==> src/rtl/ex_wb_regfile.sv <==
// EX/WB stage register feeding a register file with two forwarding read ports.
// Also counts committed register writes.
module ex_wb_regfile #(
    parameter int unsigned DATA_W  = 32,
    parameter int unsigned REG_NUM = 32
) (
    input  logic              clk,
    input  logic              rst,
    input  logic              stall_i,
    input  logic              flush_i,
    input  logic [4:0]        ex_wd_i,
    input  logic              ex_wreg_i,
    input  logic [DATA_W-1:0] ex_wdata_i,
    input  logic              re1_i,
    input  logic [4:0]        raddr1_i,
    input  logic              re2_i,
    input  logic [4:0]        raddr2_i,
    output logic [DATA_W-1:0] rdata1_o,
    output logic [DATA_W-1:0] rdata2_o,
    output logic [4:0]        wb_wd_o,
    output logic              wb_wreg_o,
    output logic [DATA_W-1:0] wb_wdata_o,
    output logic [31:0]       commit_cnt_o
);

    logic [DATA_W-1:0] regs_q [REG_NUM];
    logic [4:0]        wb_wd_q, wb_wd_d;
    logic              wb_wreg_q, wb_wreg_d;
    logic [DATA_W-1:0] wb_wdata_q, wb_wdata_d;
    logic [31:0]       commit_cnt_q;
    logic              commit;

    // A stalled entry is consumed by its commit, so it cannot commit twice.
    always_comb begin
        wb_wd_d    = ex_wd_i;
        wb_wreg_d  = ex_wreg_i;
        wb_wdata_d = ex_wdata_i;
        if (flush_i) begin
            wb_wd_d    = '0;
            wb_wreg_d  = 1'b0;
            wb_wdata_d = '0;
        end else if (stall_i) begin
            wb_wd_d    = wb_wd_q;
            wb_wreg_d  = 1'b0;
            wb_wdata_d = wb_wdata_q;
        end
    end

    assign commit = wb_wreg_q && (wb_wd_q != 5'd0);

    always_ff @(posedge clk or negedge rst) begin
        if (!rst) begin
            for (int i = 0; i < int'(REG_NUM); i++) begin
                regs_q[i] <= '0;
            end
            wb_wd_q      <= '0;
            wb_wreg_q    <= 1'b0;
            wb_wdata_q   <= '0;
            commit_cnt_q <= '0;
        end else begin
            wb_wd_q    <= wb_wd_d;
            wb_wreg_q  <= wb_wreg_d;
            wb_wdata_q <= wb_wdata_d;
            if (commit) begin
                regs_q[wb_wd_q] <= wb_wdata_q;
                commit_cnt_q    <= commit_cnt_q + 32'd1;
            end
        end
    end

    // Youngest producer wins: EX result over stage contents over the file.
    function automatic logic [DATA_W-1:0] read_port(input logic re, input logic [4:0] addr);
        logic [DATA_W-1:0] val;
        val = '0;
        if (!rst || !re || addr == 5'd0) begin
            val = '0;
        end else if (ex_wreg_i && ex_wd_i == addr) begin
            val = ex_wdata_i;
        end else if (wb_wreg_q && wb_wd_q == addr) begin
            val = wb_wdata_q;
        end else begin
            val = regs_q[addr];
        end
        return val;
    endfunction

    always_comb begin
        rdata1_o = read_port(re1_i, raddr1_i);
        rdata2_o = read_port(re2_i, raddr2_i);
    end

    assign wb_wd_o      = wb_wd_q;
    assign wb_wreg_o    = wb_wreg_q;
    assign wb_wdata_o   = wb_wdata_q;
    assign commit_cnt_o = commit_cnt_q;

endmodule

==> config.mk <==
export PLATFORM = sky130hd
export DESIGN_NAME = ex_wb_regfile
export DESIGN_NICKNAME = d
export VERILOG_FILES = /design/src/rtl/ex_wb_regfile.sv
export SDC_FILE = /design/constraint.sdc
export NUM_CORES = 2
export LEC_CHECK = 0
export BUFFER_PORTS_ARGS = -buffer_cell sky130_fd_sc_hd__buf_2
export CORE_MARGIN = 1.5
export CORE_UTILIZATION = 35
export CTS_BUF_LIST = sky130_fd_sc_hd__clkbuf_4
export CTS_CLUSTER_SIZE = 25
export DETAILED_ROUTE_END_ITERATION = 16
export REMOVE_ABC_BUFFERS = 1
export SETUP_SLACK_MARGIN = 0.02
export SLEW_MARGIN = 20
export SYNTH_ARGS = -nofsm -noshare
export SYNTH_HDL_FRONTEND = slang
export SYNTH_SLANG_ARGS = --single-unit
export TNS_END_PERCENT = 1
==> constraint.sdc <==
create_clock -name clk -period 4.63 [get_ports clk]
set_clock_uncertainty 0.05 [all_clocks]
set_input_delay 0.926 -clock clk [delete_from_list [all_inputs] [get_ports clk]]
set_output_delay 0.926 -clock clk [all_outputs]
set_load 0.02 [all_outputs]
==> results by group <==
STA
  • Worst slew pin tran: 1.09 ns
  • Minimum clock period: 4.58 ns
  • Final setup viols: 0
  • Final Hold Vio Count: 0
  • Worst slew margin: 0.271
  • FMAX: 218 MHz
  • RSZ-0062 raised after global routing: true
  • Final Max Tran Viols: 0
  • Final worst slack: between 0.04 and 0.05 ns
  • Final worst-path cycle share: 0.990

Global routing
  • Largest net degree at the start of global routing: 171
  • First-pass GRT wire length: 288,000 µm
  • Global-route usage over all layers: 0.233
  • Via count of the first global-routing pass: 41.6k
  • Initial antenna violation count: 9
  • Total grt overflow: 0

Worst setup path
  • Worst-path maximum fanout: 18
  • Crit path required time: roughly 3.7 ns
  • Startpoint Class: flop
  • Crit path kind: reg -> out
  • CP Capture Type: primary output
  • WP data arrival: 3.61 ns

Clock network
  • Total CTS buffers: 310
  • Clock Latency Late Sink: 1.28 ns
  • Clk buf depth: 4
  • # clock sinks: 1,094
  • # H-tree levels: 5
  • CTS clk-pin slew, worst paths: 0.07 ns
  • CTS tree: done
  • Root Driver: clkbuf_4

Job
  • MaxCap Viol Count: 0

Power and ir drop
  • Pleak: 0.0289 µW
  • Pint: between 15,000 and 20,000 µW
  • Flop pwr share: 0.479
  • Peak supply drop: 0.000285 V
  • Combinational share of power: 0.103
  • Net Sw Frac: 0.276
  • Part of the power in the clock network: 0.418
  • Psw: ~5800 µW
  • Power Density: approximately 320 nW/µm²

Final layout
  • Finished Cell Area: 65,600 µm²
  • Area Growth Syn to Fin: 13.9%
  • Core Util, Final: 0.402
  • Commonest non-fill, non-tap cells in the layout: dfrtp_1, o21ai_0, mux4_2, nand2_1, mux2_2
  • Commonest non-fill, non-tap cell in the layout: dfrtp_1
  • Share of cells above drive strength 1: 0.388
  • Post-layout nets: 4,749

Routing
  • Post-route ant nets: 0
  • Via count of the routed design: 41.5k
  • Drt wl/cell: around 28 µm
  • Drt first pass iters: 6
  • Total detailed-routing wirelength: 196,000 µm
  • # DRC: 0
  • Iter 0 DRT Violations: 4,262
  • Vias per cell: 5.87

Synth
  • Post-synthesis xor/xnor area fraction: 0.00776
  • EDFF count, synth: 0
  • Compound-Gate Fraction of Synth Area: 0.0895
  • Adder-cell share of the synthesized area: 0.000217
  • Main synth FF type: dfrtp_1
  • Cell Area, Synth: about 58,000 µm²
  • Main combinational cell family by area after synthesis: multiplexers
  • Synth Register Bits: ~1.1k
  • Cells after Synth: between 4k and 5k
  • Synth Area in Simple Gates: 0.0523
  • Syn_area_per_cell: 12.9 µm²
  • Asr flop ratio synth: 1.00
  • Multiplexer share of the synthesized area: 0.332
  • Register area share after synthesis: 0.476
  • Yosys cell types: 57
  • YS warnings: 0

Die
  • Starting Density: 0.353
  • Total core area: 163,000 µm²
  • Die width: 408 µm
  • Ports: ~190
  • Row count: around 150
  • Die area: 167,000 µm²
  • Die H: 408 µm

Place
  • Placed cell area: 61,300 µm²
  • Port bufs: between 150 and 200
  • Post-Place Worst Slack: -0.0145 ns
  • Detail Placement HPWL: 115,000 µm
  • Placer Congestion: between 0.8 and 0.9

Min path
  • HP Class: in -> reg

Run status
  • Run status: finished clean
[state kept, by name, summed over array words and instances, names as in the netlist]
| name | count |
|---|---|
| commit_cnt_o | 32 |
| regs_q | 1024 |
| wb_wd_o | 5 |
| wb_wdata_o | 32 |
| wb_wreg_o | 1 |
[cell families (layout without fill, tap and decap cells)]
kind of cell	count (synthesis)	in the layout
simple gates	722	723
compound gates	859	859
mux	1205	1205
flops	1094	1094
buf+inv	538	958
xor+xnor	51	51
fa+ha+maj	1	1
other cells	0	3
[critical path, cell delays in order, from the launching register on]
cell and delay, ns:
dfrtp_2 0.44, buf_4 0.15, xnor2_1 0.13, nand4_1 0.18
or2_4 0.50, a31oi_1 0.57, o2bb2ai_1 0.16, buf_2 0.19
[path summary, 6_finish.rpt]
| check | startpoint | to | slack, ns | cells past startpoint |
|---|---|---|---|---|
| min in group asynchronous | rst | wb_wdata_o[30]$_DFFE_PN0P_ | 0.50 | 3 |
| max | wb_wd_o[4]$_DFFE_PN0P_ | rdata1_o[14] | 0.05 | 7 |
| min reg2reg | regs_q[1021]$_DFFE_PN0P_ | regs_q[1021]$_DFFE_PN0P_ | 0.34 | 0 |
| max reg2reg | wb_wd_o[3]$_DFFE_PN0P_ | regs_q[422]$_DFFE_PN0P_ | 1.58 | 7 |
| max in group asynchronous | rst | regs_q[224]$_DFFE_PN0P_ | 1.60 | 5 |
| min | flush_i | wb_wdata_o[5]$_DFFE_PN0P_ | 0.09 | 2 |
[metal layers]
| layer | up-vias | share of wire | global-route usage |
|---|---|---|---|
| met5 | - | 0.000066 | 0 |
| met4 | 2 | 0.042 | 0.103 |
| met3 | 490 | 0.096 | 0.0649 |
| met2 | 2160 | 0.45 | 0.351 |
| met1 | 21400 | 0.41 | 0.314 |
| li1 | 17400 | - | - |
[power by group through the flow]
stage	Combinational (µW)	Sequential, µW	Clock (µW)
after floorplan	870	10200	0
after global placement	2090	10200	0
after detailed placement	2100	10200	0
after CTS	2150	10000	8960
after global routing	2310	10100	9440
final	2160	10000	8750
[metrics by stage]
step / power (µW) / TNS (ns) / cells / hold WS, ns
2_1_floorplan: 11100 / -2.55 / 3966 / 0.315
5_1_grt: 21800 / -0.000560 / 7068 / 0.0595
3_3_place_gp: 12300 / -0.00336 / 6505 / 0.326
6_report: 21000 / 0 / 7069 / 0.0869
3_5_place_dp: 12300 / -0.0145 / 6505 / 0.334
4_1_cts: 21100 / 0 / 7062 / 0.00450
[synthesized netlist by cell type (33+ instances only)]
cell,instances,area share
nor2_1,63,0.0041
a22oi_1,64,0.0084
nor3_1,33,0.0029
buf_2,128,0.011
o21ai_0,528,0.046
mux2_1,52,0.010
nand2_1,524,0.034
mux4_2,512,0.20
dfrtp_1,1094,0.48
xnor2_1,35,0.0053
o22ai_1,60,0.0065
a21oi_1,35,0.0030
nand3_1,44,0.0038
mux2_2,476,0.093
mux2i_1,165,0.029
clkbuf_1,318,0.021
[area by class of cell]
| cell class | instances | area [µm²] |
|---|---|---|
| Antenna cell | 3 | 7.51 |
| Clock buffer | 447 | 3360 |
| Clock inverter | 62 | 324 |
| Fill cell | 15500 | 97400 |
| Inverter | 34 | 130 |
| Multi-Input combinational cell | 2839 | 28000 |
| Sequential cell | 1094 | 27400 |
| Tap cell | 2175 | 2720 |
| Timing Repair Buffer | 415 | 3640 |
[repair_timing]
| item | 4_1_cts | 5_1_grt |
|---|---|---|
| endpoints found under the setup margin | 64 | 6 |
| resized for setup | 15 | 7 |
| cloned | 0 | 1 |
| pin swaps | 2 | 3 |
| setup buffers | 9 | 3 |
| hold buffers | 39 | 0 |
| hold endpoints to repair | 203 | 0 |
Note: power is estimated with default switching activity, not from simulation.
